--- src/rtl/alu_pkg.sv ---
`default_nettype none
// ============================================================================
// Module      : alu_pkg
// Description : Shared definitions for the ALU sharing controller: ALU
//               opcodes, flag bit positions, default datapath width and the
//               controller state encoding.
// Revision    : 1.0 - initial release
// ============================================================================
package alu_pkg;

  // Default operand/result width of the ALU.
  localparam int DATA_W = 16;

  // ALU opcodes. 4'hC-4'hF are unassigned; the ALU returns 0 for them and
  // leaves the flags untouched.
  localparam logic [3:0] OP_ADD    = 4'h0;
  localparam logic [3:0] OP_PADDSB = 4'h1;
  localparam logic [3:0] OP_SUB    = 4'h2;
  localparam logic [3:0] OP_AND    = 4'h3;
  localparam logic [3:0] OP_NOR    = 4'h4;
  localparam logic [3:0] OP_SLL    = 4'h5;
  localparam logic [3:0] OP_SRL    = 4'h6;
  localparam logic [3:0] OP_SRA    = 4'h7;
  localparam logic [3:0] OP_LW     = 4'h8;
  localparam logic [3:0] OP_SW     = 4'h9;
  localparam logic [3:0] OP_LHB    = 4'hA;
  localparam logic [3:0] OP_LLB    = 4'hB;

  // Bit positions inside the {N,V,Z} flag vector.
  localparam int FLAG_Z = 0;
  localparam int FLAG_V = 1;
  localparam int FLAG_N = 2;

  // Controller state encoding.
  typedef enum logic [1:0] {
    ST_IDLE  = 2'd0,
    ST_ISSUE = 2'd1,
    ST_RESP  = 2'd2
  } state_e;

  // One-hot vector selecting requester idx out of two.
  function automatic logic [1:0] onehot2(input logic idx);
    return idx ? 2'b10 : 2'b01;
  endfunction

endpackage : alu_pkg
`default_nettype wire

--- src/rtl/rr_arb2.sv ---
`default_nettype none
// ============================================================================
// Module      : rr_arb2
// Description : Two-way round-robin arbiter. Purely combinational; the
//               caller keeps the last-grant history and decides when a grant
//               may be given (en).
// Revision    : 1.0 - initial release
// ============================================================================
module rr_arb2 (
  input  logic [1:0] req,
  input  logic       last_gnt,
  input  logic       en,
  output logic [1:0] gnt
);

  // Single requester wins outright; on contention the one not granted last
  // time wins. Nothing is granted while disabled.
  always_comb begin
    gnt = 2'b00;
    if (en) begin
      unique case (req)
        2'b01:   gnt = 2'b01;
        2'b10:   gnt = 2'b10;
        2'b11:   gnt = last_gnt ? 2'b01 : 2'b10;
        default: gnt = 2'b00;
      endcase
    end
  end

endmodule : rr_arb2
`default_nettype wire

--- src/rtl/alu_share_ctrl.sv ---
`default_nettype none
// ============================================================================
// Module      : alu_share_ctrl
// Description : Shares one ALU between the pipeline (requester 0) and the
//               debug/DMA port (requester 1). Round-robin grant, registered
//               ALU issue, result capture and ownership of the {N,V,Z} flag
//               register fed back to the ALU.
// Revision    : 1.0 - initial release
// ============================================================================
module alu_share_ctrl #(
  parameter int         DATA_W       = alu_pkg::DATA_W,
  parameter logic [1:0] FLAG_WR_MASK = 2'b01
) (
  input  logic                  clk,
  input  logic                  rst,
  // request side
  input  logic [1:0]            req_valid,
  output logic [1:0]            req_ready,
  input  logic [7:0]            req_op,
  input  logic [2*DATA_W-1:0]   req_src0,
  input  logic [2*DATA_W-1:0]   req_src1,
  input  logic [2*DATA_W-1:0]   req_imm,
  // response side
  output logic [1:0]            rsp_valid,
  input  logic [1:0]            rsp_ready,
  output logic [DATA_W-1:0]     rsp_result,
  output logic [2:0]            rsp_flags,
  // ALU side
  output logic [3:0]            alu_op,
  output logic [DATA_W-1:0]     alu_src0,
  output logic [DATA_W-1:0]     alu_src1,
  output logic [DATA_W-1:0]     alu_imm,
  output logic [2:0]            alu_flag_reg,
  input  logic [DATA_W-1:0]     alu_result,
  input  logic [2:0]            alu_flags
);

  import alu_pkg::*;

  // --------------------------------------------------------------------------
  // State
  // --------------------------------------------------------------------------
  state_e              state_q,      state_d;
  logic                last_gnt_q,   last_gnt_d;
  logic                owner_q,      owner_d;
  logic [3:0]          alu_op_q,     alu_op_d;
  logic [DATA_W-1:0]   alu_src0_q,   alu_src0_d;
  logic [DATA_W-1:0]   alu_src1_q,   alu_src1_d;
  logic [DATA_W-1:0]   alu_imm_q,    alu_imm_d;
  logic [DATA_W-1:0]   rsp_result_q, rsp_result_d;
  logic [2:0]          rsp_flags_q,  rsp_flags_d;
  logic [2:0]          flag_q,       flag_d;

  // --------------------------------------------------------------------------
  // Arbitration
  // --------------------------------------------------------------------------
  logic       rsp_hs;     // owner accepts the pending response this cycle
  logic       arb_en;     // a new op may be accepted this cycle
  logic [1:0] gnt;
  logic       req_hs;     // a request handshakes this cycle
  logic       sel;        // index of the granted requester

  // Only the owner's rsp_ready matters; the other bit is ignored.
  assign rsp_hs = (state_q == ST_RESP) && rsp_ready[owner_q];

  // New work is accepted when idle, or when the current response retires in
  // the same cycle, which keeps back-to-back ops at one per two cycles.
  assign arb_en = (state_q == ST_IDLE) || rsp_hs;

  rr_arb2 u_arb (
    .req      (req_valid),
    .last_gnt (last_gnt_q),
    .en       (arb_en),
    .gnt      (gnt)
  );

  // The arbiter only grants valid requesters, so any grant is a handshake.
  assign req_hs = |gnt;
  assign sel    = gnt[1];

  // --------------------------------------------------------------------------
  // Next-state and datapath capture
  // --------------------------------------------------------------------------
  // Sequences IDLE -> ISSUE -> RESP, loads the ALU buses on a grant and
  // captures the ALU output at the end of the issue cycle.
  always_comb begin
    state_d      = state_q;
    last_gnt_d   = last_gnt_q;
    owner_d      = owner_q;
    alu_op_d     = alu_op_q;
    alu_src0_d   = alu_src0_q;
    alu_src1_d   = alu_src1_q;
    alu_imm_d    = alu_imm_q;
    rsp_result_d = rsp_result_q;
    rsp_flags_d  = rsp_flags_q;
    flag_d       = flag_q;

    unique case (state_q)
      ST_IDLE: begin
        if (req_hs) begin
          state_d = ST_ISSUE;
        end
      end
      ST_ISSUE: begin
        // ALU inputs have been stable for the whole cycle; take its output.
        rsp_result_d = alu_result;
        rsp_flags_d  = alu_flags;
        if (FLAG_WR_MASK[owner_q]) begin
          flag_d = alu_flags;
        end
        state_d = ST_RESP;
      end
      ST_RESP: begin
        if (rsp_hs) begin
          state_d = req_hs ? ST_ISSUE : ST_IDLE;
        end
      end
      default: begin
        state_d = ST_IDLE;
      end
    endcase

    // A granted request is registered onto the ALU buses and becomes the
    // owner of the next response.
    if (req_hs) begin
      owner_d    = sel;
      last_gnt_d = sel;
      alu_op_d   = sel ? req_op[7:4]               : req_op[3:0];
      alu_src0_d = sel ? req_src0[2*DATA_W-1:DATA_W] : req_src0[DATA_W-1:0];
      alu_src1_d = sel ? req_src1[2*DATA_W-1:DATA_W] : req_src1[DATA_W-1:0];
      alu_imm_d  = sel ? req_imm[2*DATA_W-1:DATA_W]  : req_imm[DATA_W-1:0];
    end
  end

  // --------------------------------------------------------------------------
  // Registers
  // --------------------------------------------------------------------------
  // Reset discards any in-flight op; last_gnt = 1 lets requester 0 win first
  // and the ALU buses come up as ADD 0+0.
  always_ff @(posedge clk) begin
    if (rst) begin
      state_q      <= ST_IDLE;
      last_gnt_q   <= 1'b1;
      owner_q      <= 1'b0;
      alu_op_q     <= OP_ADD;
      alu_src0_q   <= '0;
      alu_src1_q   <= '0;
      alu_imm_q    <= '0;
      rsp_result_q <= '0;
      rsp_flags_q  <= 3'b000;
      flag_q       <= 3'b000;
    end else begin
      state_q      <= state_d;
      last_gnt_q   <= last_gnt_d;
      owner_q      <= owner_d;
      alu_op_q     <= alu_op_d;
      alu_src0_q   <= alu_src0_d;
      alu_src1_q   <= alu_src1_d;
      alu_imm_q    <= alu_imm_d;
      rsp_result_q <= rsp_result_d;
      rsp_flags_q  <= rsp_flags_d;
      flag_q       <= flag_d;
    end
  end

  // --------------------------------------------------------------------------
  // Outputs
  // --------------------------------------------------------------------------
  assign req_ready    = gnt;
  assign rsp_valid    = (state_q == ST_RESP) ? onehot2(owner_q) : 2'b00;
  assign rsp_result   = rsp_result_q;
  assign rsp_flags    = rsp_flags_q;
  assign alu_op       = alu_op_q;
  assign alu_src0     = alu_src0_q;
  assign alu_src1     = alu_src1_q;
  assign alu_imm      = alu_imm_q;
  assign alu_flag_reg = flag_q;

endmodule : alu_share_ctrl
`default_nettype wire
--- config.mk ---
export PLATFORM = sky130hd
export DESIGN_NAME = alu_share_ctrl
export DESIGN_NICKNAME = d
export VERILOG_FILES = /design/src/rtl/alu_pkg.sv /design/src/rtl/rr_arb2.sv /design/src/rtl/alu_share_ctrl.sv
export SDC_FILE = /design/constraint.sdc
export NUM_CORES = 1
export LEC_CHECK = 0
export CAP_MARGIN = 30
export CORE_MARGIN = 2
export CORE_UTILIZATION = 41
export CTS_CLUSTER_SIZE = 24
export DETAILED_ROUTE_END_ITERATION = 8
export PLACE_DENSITY = 0.86
export SETUP_SLACK_MARGIN = 0.15
export SYNTH_ARGS = -nofsm -noshare
export SYNTH_HDL_FRONTEND = slang
export SYNTH_HIERARCHICAL = 1
export SYNTH_SLANG_ARGS = --single-unit
--- constraint.sdc ---
create_clock -name clk -period 5.28 [get_ports clk]
set_input_delay 0.792 -clock clk [delete_from_list [all_inputs] [get_ports clk]]
set_output_delay 0.792 -clock clk [all_outputs]
set_load 0.05 [all_outputs]
# ---- Word-level counts from Yosys, hierarchy flattened
# Index checks and enable logic that the tools add are counted.
dict set report word_totals {
  in_bits 129
  output_inout_bits 78
  reg_bits 78
  wordCells 41
}
dict set report classes {
  mux 17
  magnitude_cmp 1
  n_eq_ne 7
  n_reduce_logical 6
}
# cell n
set op_table {}
lappend op_table {{two-way mux 16 bit} 3}
lappend op_table {{two-way mux 2 bit} 6}
lappend op_table {{case mux 2 bit (3 select lines)} 2}
lappend op_table {{equality test 2 bit (second input constant)} 3}
lappend op_table {{two-way mux 1 bit} 5}
lappend op_table {{equality test 2 x 1 -> 1 bit (second input constant)} 2}
lappend op_table {{two-way mux 4 bit} 1}
lappend op_table {{!= test 2 bit (second input constant)} 2}
lappend op_table {{AND reduction 2 bit} 2}
lappend op_table {{logical NOT 2 bit} 1}
lappend op_table {{< comparator 1 x 2 -> 1 bit (second input constant)} 1}
lappend op_table {{OR reduction 2 bit} 1}
lappend op_table {{logical AND 1 bit} 1}
lappend op_table {{logical OR 1 bit} 1}

# ---- Depth between registers and ports, before layout
# Gate-level depths: netlist of run 1.
dict set report depth {
  word_depth 9
  mapped_depth 11
  mapped_depth_nobuf 7
}

# ---- By module
# The synthesis of run 1 kept the hierarchy.
# module area_each_um2 cells_per_inst seq_area_each_um2 n_inst
set modules_own_cells {}
lappend modules_own_cells {alu_share_ctrl 3548.4 398 1561.5 1}
lappend modules_own_cells {rr_arb2 21.3 5 0.0 1}

# ---- Worst setup path before layout of run 1
# No wires, ideal clock.
dict set report synth_timing {
  kind {input-to-reg}
  start {input rsp_ready[1]}
  end {register alu_src1_q[10] (netlist: alu_src1[10])}
  n_path_buf 2
  setup_ps 114
  path_slack_ps 2392
  cell_stages 9
  required_time_ps 5166
  arrival_time_ps 2774
  path_cell_list {mux2i_1 a21oi_1 nand2_1 a21oi_1 buf_6 buf_12 mux2i_1 o21ai_1 and2b_1}
}
dict set report synth_via {
  elab_chain_len 6
  elab_cells_between_ends 7
  cone_classes {mux: 4; reduce/logical: 3}
}
# item line_no
set synth_lines {}
lappend synth_lines {{from (decl)} alu_share_ctrl.sv:25} ;# input logic [1:0] rsp_ready,
lappend synth_lines {{two-way mux 1 bit (implied by the code) (2 in series)} alu_share_ctrl.sv:64} ;# assign rsp_hs = (state_q == ST_RESP) && rsp_ready[owner_q];
lappend synth_lines {{logical AND 1 bit} alu_share_ctrl.sv:64}
lappend synth_lines {{logical OR 1 bit} alu_share_ctrl.sv:68} ;# assign arb_en = (state_q == ST_IDLE) || rsp_hs;
lappend synth_lines {{via arb_en} alu_share_ctrl.sv:58} ;# logic arb_en;
lappend synth_lines {{two-way mux 2 bit} rr_arb2.sv:20} ;# if (en) begin
lappend synth_lines {{via req_ready[0]} alu_share_ctrl.sv:18} ;# output logic [1:0] req_ready,
lappend synth_lines {{OR reduction 2 bit} alu_share_ctrl.sv:78} ;# assign req_hs = |gnt;
lappend synth_lines {{to (signal assigned)} alu_share_ctrl.sv:158} ;# alu_src1_q <= alu_src1_d;
lappend synth_lines {{to (decl)} alu_share_ctrl.sv:48} ;# logic [DATA_W-1:0] alu_src1_q, alu_src1_d;
# The timed path passes the listed nets, and every way through them passes these cells. The select of a mux whose other input is x is not followed.
# A chain may end at the register's enable or synchronous reset.

# ---- Worst setup path in the final report of run 1
dict set report layout_timing {
  start {input rsp_ready[1]}
  end {output req_ready[1]}
}
dict set report layout_via {
  elab_chain_len 5
}
# item line_no
set layout_lines {}
lappend layout_lines {{two-way mux 1 bit (implied by the code) (2 in series)} alu_share_ctrl.sv:64}
lappend layout_lines {{logical AND 1 bit} alu_share_ctrl.sv:64}
lappend layout_lines {{logical OR 1 bit} alu_share_ctrl.sv:68}
lappend layout_lines {{via arb_en} alu_share_ctrl.sv:58}
lappend layout_lines {{two-way mux 2 bit} rr_arb2.sv:20}
lappend layout_lines {{to (decl)} alu_share_ctrl.sv:18}
# The timed path passes the listed nets, and every way through them passes these cells. The select of a mux whose other input is x is not followed.

==> impl_metrics.env, run 1 <==
export IMPL_synth_edf_count=0
export IMPL_die_h_um=97.3
export IMPL_cts_max_level=3
export IMPL_syn_nets=532
export IMPL_drt_wirelength_per_cell_um=14.1
export IMPL_tns_ns=0
export IMPL_port_buffers=206
export IMPL_crit_arrival_ns=2.65
export IMPL_clock_latency_ns=0.33
export IMPL_crit_required_ns=4.49
export IMPL_std_cell_rows=34
export IMPL_p_total_mw=1.82
export IMPL_setup_viol=0
export IMPL_dr_pass1_iters=4
export IMPL_overflow=0
export IMPL_ys_types=22
export IMPL_cts_path_max_buffers=2
export IMPL_avgSynthCellArea_sq_um=8.86
export IMPL_netlist_instances=403
export IMPL_core_sq_um=8590
export IMPL_pin_count=207
export IMPL_drive_above_1_share=0.0385
export IMPL_synthTopCellsByArea="dfxtp_1 (44%), mux2i_1 (15%), nand2_1 (10%)"
export IMPL_rsz0062_at_grt="no"
export IMPL_yosysTopAreaCell="dfxtp_1"
export IMPL_numCtsBuffers=9
export IMPL_synth_most_common_cell="nand2_1"
export IMPL_ctsHoldBuffers=0
export IMPL_antenna_cells=0
export IMPL_routed_wl_um=9940
export IMPL_worstSetupPathType="in2out"
export IMPL_netlist_area_sq_um=3570
export IMPL_start_util=0.415
export IMPL_p_per_area_nw_per_um2=316
export IMPL_grt_usage=0.209
export IMPL_cp_max_fo=3
export IMPL_tightest_slew_ns=0.996
export IMPL_synthTopCellsByCount="nand2_1 (95), dfxtp_1 (78), mux2i_1 (53)"
export IMPL_postCtsSetupRepairBufs=0
export IMPL_drtAntennaViolNets=0
export IMPL_synth_yosys_seq_area_share=0.437
export IMPL_synth_top_area_frac=0.437
export IMPL_startpoint_type="input port"
export IMPL_cts_root_buffer="clkbuf_8"
export IMPL_vias=3425
export IMPL_finalClockSkew_ns=0.0105
export IMPL_clk_pin_slew_ns=0.07
export IMPL_grt_pass1_vias=3452
export IMPL_cp_end_kind="primary output"
export IMPL_antenna_found_initial=0
export IMPL_final_nets=722
export IMPL_place_congestion=0.838
export IMPL_grt_max_degree=108
export IMPL_max_freq_mhz=291
export IMPL_area_growth_pct=61.3
export IMPL_relSlewSlack=0.336
export IMPL_hold_viol_final=0
export IMPL_grt_pass1_wl_um=16300
export IMPL_via_per_inst=4.85
export IMPL_status="completed"
export IMPL_dieArea_sq_um=9470
export IMPL_hold_class="reg2reg"
export IMPL_drt_first_iter_violations=89
export IMPL_clock_sinks=78
export IMPL_synthArstFlopShare=0
export IMPL_ys_flop_type="dfxtp_1"
export IMPL_cts_tree="yes"
export IMPL_final_max_slew_viol_count=0
export IMPL_period_share=0.652
export IMPL_power_leakage_nw=2.28
export IMPL_fp_dieW_um=97.3
export IMPL_dp_hpwl_um=7100
export IMPL_drv_cap=0
export IMPL_ir_drop_mv=0.231
export IMPL_drc=0
export IMPL_ys_warn_count=6
export IMPL_period_needed_ns=3.44
export IMPL_cts_repair_resized=0
export IMPL_ys_ff_latch=78
where the power goes:
part	leakage (nW)	switching, mW	internal [mW]
Clock	0.0955	0.218	0.232
Sequential	0.641	0.0358	0.651
Combinational	1.55	0.392	0.292
Total	2.28	0.645	1.17
layer usage:
layer,track usage,vias up,share of wire
met5,0,-,0
met4,0.0780,0,0.021
met3,0.0734,18,0.092
met2,0.361,138,0.49
met1,0.240,1556,0.40
li1,-,1713,-
stage by stage:
step	utilization	worst slack [ns]	instances	hold slack, ns	instance area [sq um]
6_report	0.670	1.84	706	0.454	5760
5_1_grt	0.670	1.72	706	0.474	5760
4_1_cts	0.670	1.82	706	0.458	5760
3_5_place_dp	0.647	1.83	690	0.447	5560
3_3_place_gp	0.647	1.89	690	0.441	5560
2_1_floorplan	-	2.39	403	0.460	3570
cell type report:
cell class / instances / area (sq um)
fill: 675 / 2840
inverter: 2 / 7.51
sequential: 78 / 1560
timing repair buffer: 210 / 2090
multi-input combinational: 292 / 1770
clock buffer: 11 / 141
tap: 108 / 135
clock inverter: 5 / 58.8
placed cells by master, fill, tap and decap left out:
master             n
a21oi_1           24
clkinv_2           1
clkinv_4           1
nor2b_1           13
buf_2              1
clkdlybuf4s50_1  205
a211o_1            1
clkinvlp_4         2
inv_1              2
mux2i_1           53
nand2_1           95
a21oi_4            2
buf_4              4
and3b_1            1
nand2b_1           1
and2b_1           40
a21oi_2            1
bufinv_16          1
clkbuf_1           1
o21ai_1           48
o21ai_0            7
nand3b_1           1
dfxtp_1           78
nor3b_1            3
nor2_1             2
clkbuf_8          10
critical path: stages:
cell             delay, ns
clkdlybuf4s50_1       0.45
mux2i_1               0.09
a21oi_1               0.25
nand2_1               0.13
a21oi_4               0.13
clkdlybuf4s50_1       0.81
cells by family after synthesis:
family / count (synthesis) / share of synthesized area
buffers and inverters: 33 / 0.0740
flip-flops: 78 / 0.437
multiplexers: 53 / 0.149
AND/OR/NAND/NOR: 156 / 0.222
AO/OA/AOI/OAI: 83 / 0.118
worst paths after layout:
| check | slack [ns] | end | cells after the start | startpoint |
|---|---|---|---|---|
| setup / recovery | 1.84 | req_ready[1] | 6 | rsp_ready[1] |
| hold reg to reg | 0.45 | rsp_result[13]$_SDFFE_PP0N_ | 2 | rsp_result[13]$_SDFFE_PP0N_ |
| setup reg to reg | 2.68 | alu_src0[3]$_SDFFE_PP0P_ | 8 | owner_q$_SDFFE_PP0P_ |
| hold / removal | 0.45 | rsp_result[13]$_SDFFE_PP0N_ | 2 | rsp_result[13]$_SDFFE_PP0N_ |
Power figures use the tool's default switching activity.
==> inputs of run 2 (changes only) <==
--- a/config.mk
+++ b/config.mk
@@ -7,10 +7,10 @@
 export LEC_CHECK = 0
 export CAP_MARGIN = 30
 export CORE_MARGIN = 2
-export CORE_UTILIZATION = 41
+export CORE_UTILIZATION = 34
 export CTS_CLUSTER_SIZE = 24
 export DETAILED_ROUTE_END_ITERATION = 8
-export PLACE_DENSITY = 0.86
+export PLACE_DENSITY = 0.76
 export SETUP_SLACK_MARGIN = 0.15
 export SYNTH_ARGS = -nofsm -noshare
 export SYNTH_HDL_FRONTEND = slang
==> constraint.sdc (replaced) <==
create_clock -name clk -period 2.8 [get_ports clk]
set_input_delay 0.42 -clock clk [delete_from_list [all_inputs] [get_ports clk]]
set_output_delay 0.42 -clock clk [all_outputs]
set_load 0.05 [all_outputs]
==> impl_metrics.env, run 2 (synthesized netlist as in run 1, its figures left out) <==
export IMPL_dp_slack_ns=0.407
export IMPL_std_cell_rows=37
export IMPL_cts_path_max_buffers=2
export IMPL_die_h_um=106
export IMPL_fillers=916
export IMPL_postCtsSetupRepairBufs=0
export IMPL_grt_pass1_vias=3407
export IMPL_clock_sinks=78
export IMPL_power_leakage_nw=2.34
export IMPL_core_sq_um=10300
export IMPL_place_congestion=0.815
export IMPL_whs_ns=0.456
export IMPL_cts_root_buffer="clkbuf_8"
export IMPL_rsz0062_at_grt="no"
export IMPL_final_common_cell="clkdlybuf4s50_1"
export IMPL_hold_viol_final=0
export IMPL_pin_count=207
export IMPL_final_nets=724
export IMPL_ctsHoldBuffers=0
export IMPL_dr_pass1_iters=6
export IMPL_cp_end_kind="primary output"
export IMPL_drt_first_iter_violations=162
export IMPL_drt_wirelength_per_cell_um=13.6
export IMPL_swShare=0.333
export IMPL_cp_max_fo=37
export IMPL_port_buffers=206
export IMPL_pwr_share_comb=0.363
export IMPL_cts_tree="yes"
export IMPL_hold_class="reg2reg"
export IMPL_setup_slack_ns=0.416
export IMPL_crit_required_ns=2.38
export IMPL_max_freq_mhz=419
export IMPL_power_switching_mw=1.20
export IMPL_final_cell_mix="clkdlybuf4s50_1 (203), nand2_1 (95), dfxtp_1 (78)"
export IMPL_postLayoutCoreUtil=0.574
export IMPL_crit_arrival_ns=1.96
export IMPL_numCtsBuffers=9
export IMPL_cts_max_level=3
export IMPL_status="completed"
export IMPL_overflow=0
export IMPL_grt_usage=0.175
export IMPL_dp_hpwl_um=7440
export IMPL_tns_ns=0
export IMPL_drive_above_1_share=0.0434
export IMPL_area_growth_pct=65.3
export IMPL_p_seq_frac=0.359
export IMPL_p_total_mw=3.61
export IMPL_worstSetupPathType="reg2out"
export IMPL_clock_latency_ns=0.33
export IMPL_startpoint_type="flop"
export IMPL_period_share=0.851
export IMPL_drtAntennaViolNets=0
export IMPL_grt_max_degree=73
export IMPL_start_util=0.347
export IMPL_dieArea_sq_um=11300
export IMPL_drv_cap=0
export IMPL_setup_viol=0
export IMPL_antenna_cells=0
export IMPL_tightest_slew_ns=0.815
export IMPL_routed_wl_um=10000
export IMPL_relSlewSlack=0.457
export IMPL_fp_dieW_um=106
export IMPL_ir_drop_mv=0.301
export IMPL_p_clk_frac=0.279
export IMPL_clk_pin_slew_ns=0.08
export IMPL_internal_power_mw=2.41
export IMPL_cts_repair_resized=0
export IMPL_via_per_inst=4.58
export IMPL_p_per_area_nw_per_um2=612
export IMPL_vias=3369
export IMPL_antenna_found_initial=0
export IMPL_drc=0
export IMPL_period_needed_ns=2.38
export IMPL_final_max_slew_viol_count=0
export IMPL_grt_pass1_wl_um=16100
export IMPL_finalClockSkew_ns=0.00683
-- run 2: cell count changes in the layout (fill, tap and decap cells not counted) --
cell and change:
clkdlybuf4s50_1 -2, clkinvlp_4 -2, bufinv_16 +2, buf_4 -1, clkinv_4 -1, buf_12 +5
-- run 2: cell type report --
cell class                      count  area, sq um  share of cell area
Multi-Input combinational cell    292         1770               0.299
Sequential cell                    78         1560               0.265
Inverter                            2         7.51             0.00127
Clock inverter                      4         95.1              0.0161
Timing Repair Buffer              212         2160               0.366
Tap cell                          136          170              0.0288
Clock buffer                       11          141              0.0240
-- run 2: final timing paths --
kind | slack, ns | to | cells after the start | from
setup / recovery | 0.42 | req_ready[0] | 6 | owner_q$_SDFFE_PP0P_
hold / removal | 0.46 | rsp_result[3]$_SDFFE_PP0N_ | 2 | rsp_result[3]$_SDFFE_PP0N_
setup reg to reg | 0.72 | alu_src0[10]$_SDFFE_PP0P_ | 8 | owner_q$_SDFFE_PP0P_
hold reg to reg | 0.46 | rsp_result[3]$_SDFFE_PP0N_ | 2 | rsp_result[3]$_SDFFE_PP0N_
-- run 2: metrics by stage --
stage / instances / area, sq um
finish: 735 / 5900
global route: 735 / 5900
CTS: 735 / 5900
detailed placement: 720 / 5670
global placement: 720 / 5670
floorplan: 403 / 3570
-- run 2: per-layer routing --
metal | track usage | vias to the layer above | wire length, um
li1 | - | 1710 | -
met1 | 0.207 | 1503 | 4130
met2 | 0.288 | 138 | 4730
met3 | 0.0656 | 18 | 937
met4 | 0.0649 | 0 | 199
met5 | 0 | - | 0
-- run 2: power groups by stage --
stage	Combinational (mW)	Clock [mW]	Sequential [mW]
floorplan	0.486	0	1.69
global placement	1.30	0	1.32
detailed placement	1.32	0	1.32
CTS	1.32	1.04	1.30
global route	1.40	1.09	1.31
finish	1.31	1.01	1.30
-- run 2: worst max-delay path, cell delays in order, from the launching register on --
cell	delay, ns
dfxtp_1	0.51
mux2i_1	0.15
a21oi_1	0.23
nand2_1	0.12
a21oi_4	0.16
buf_12	0.28
buf_12	0.18
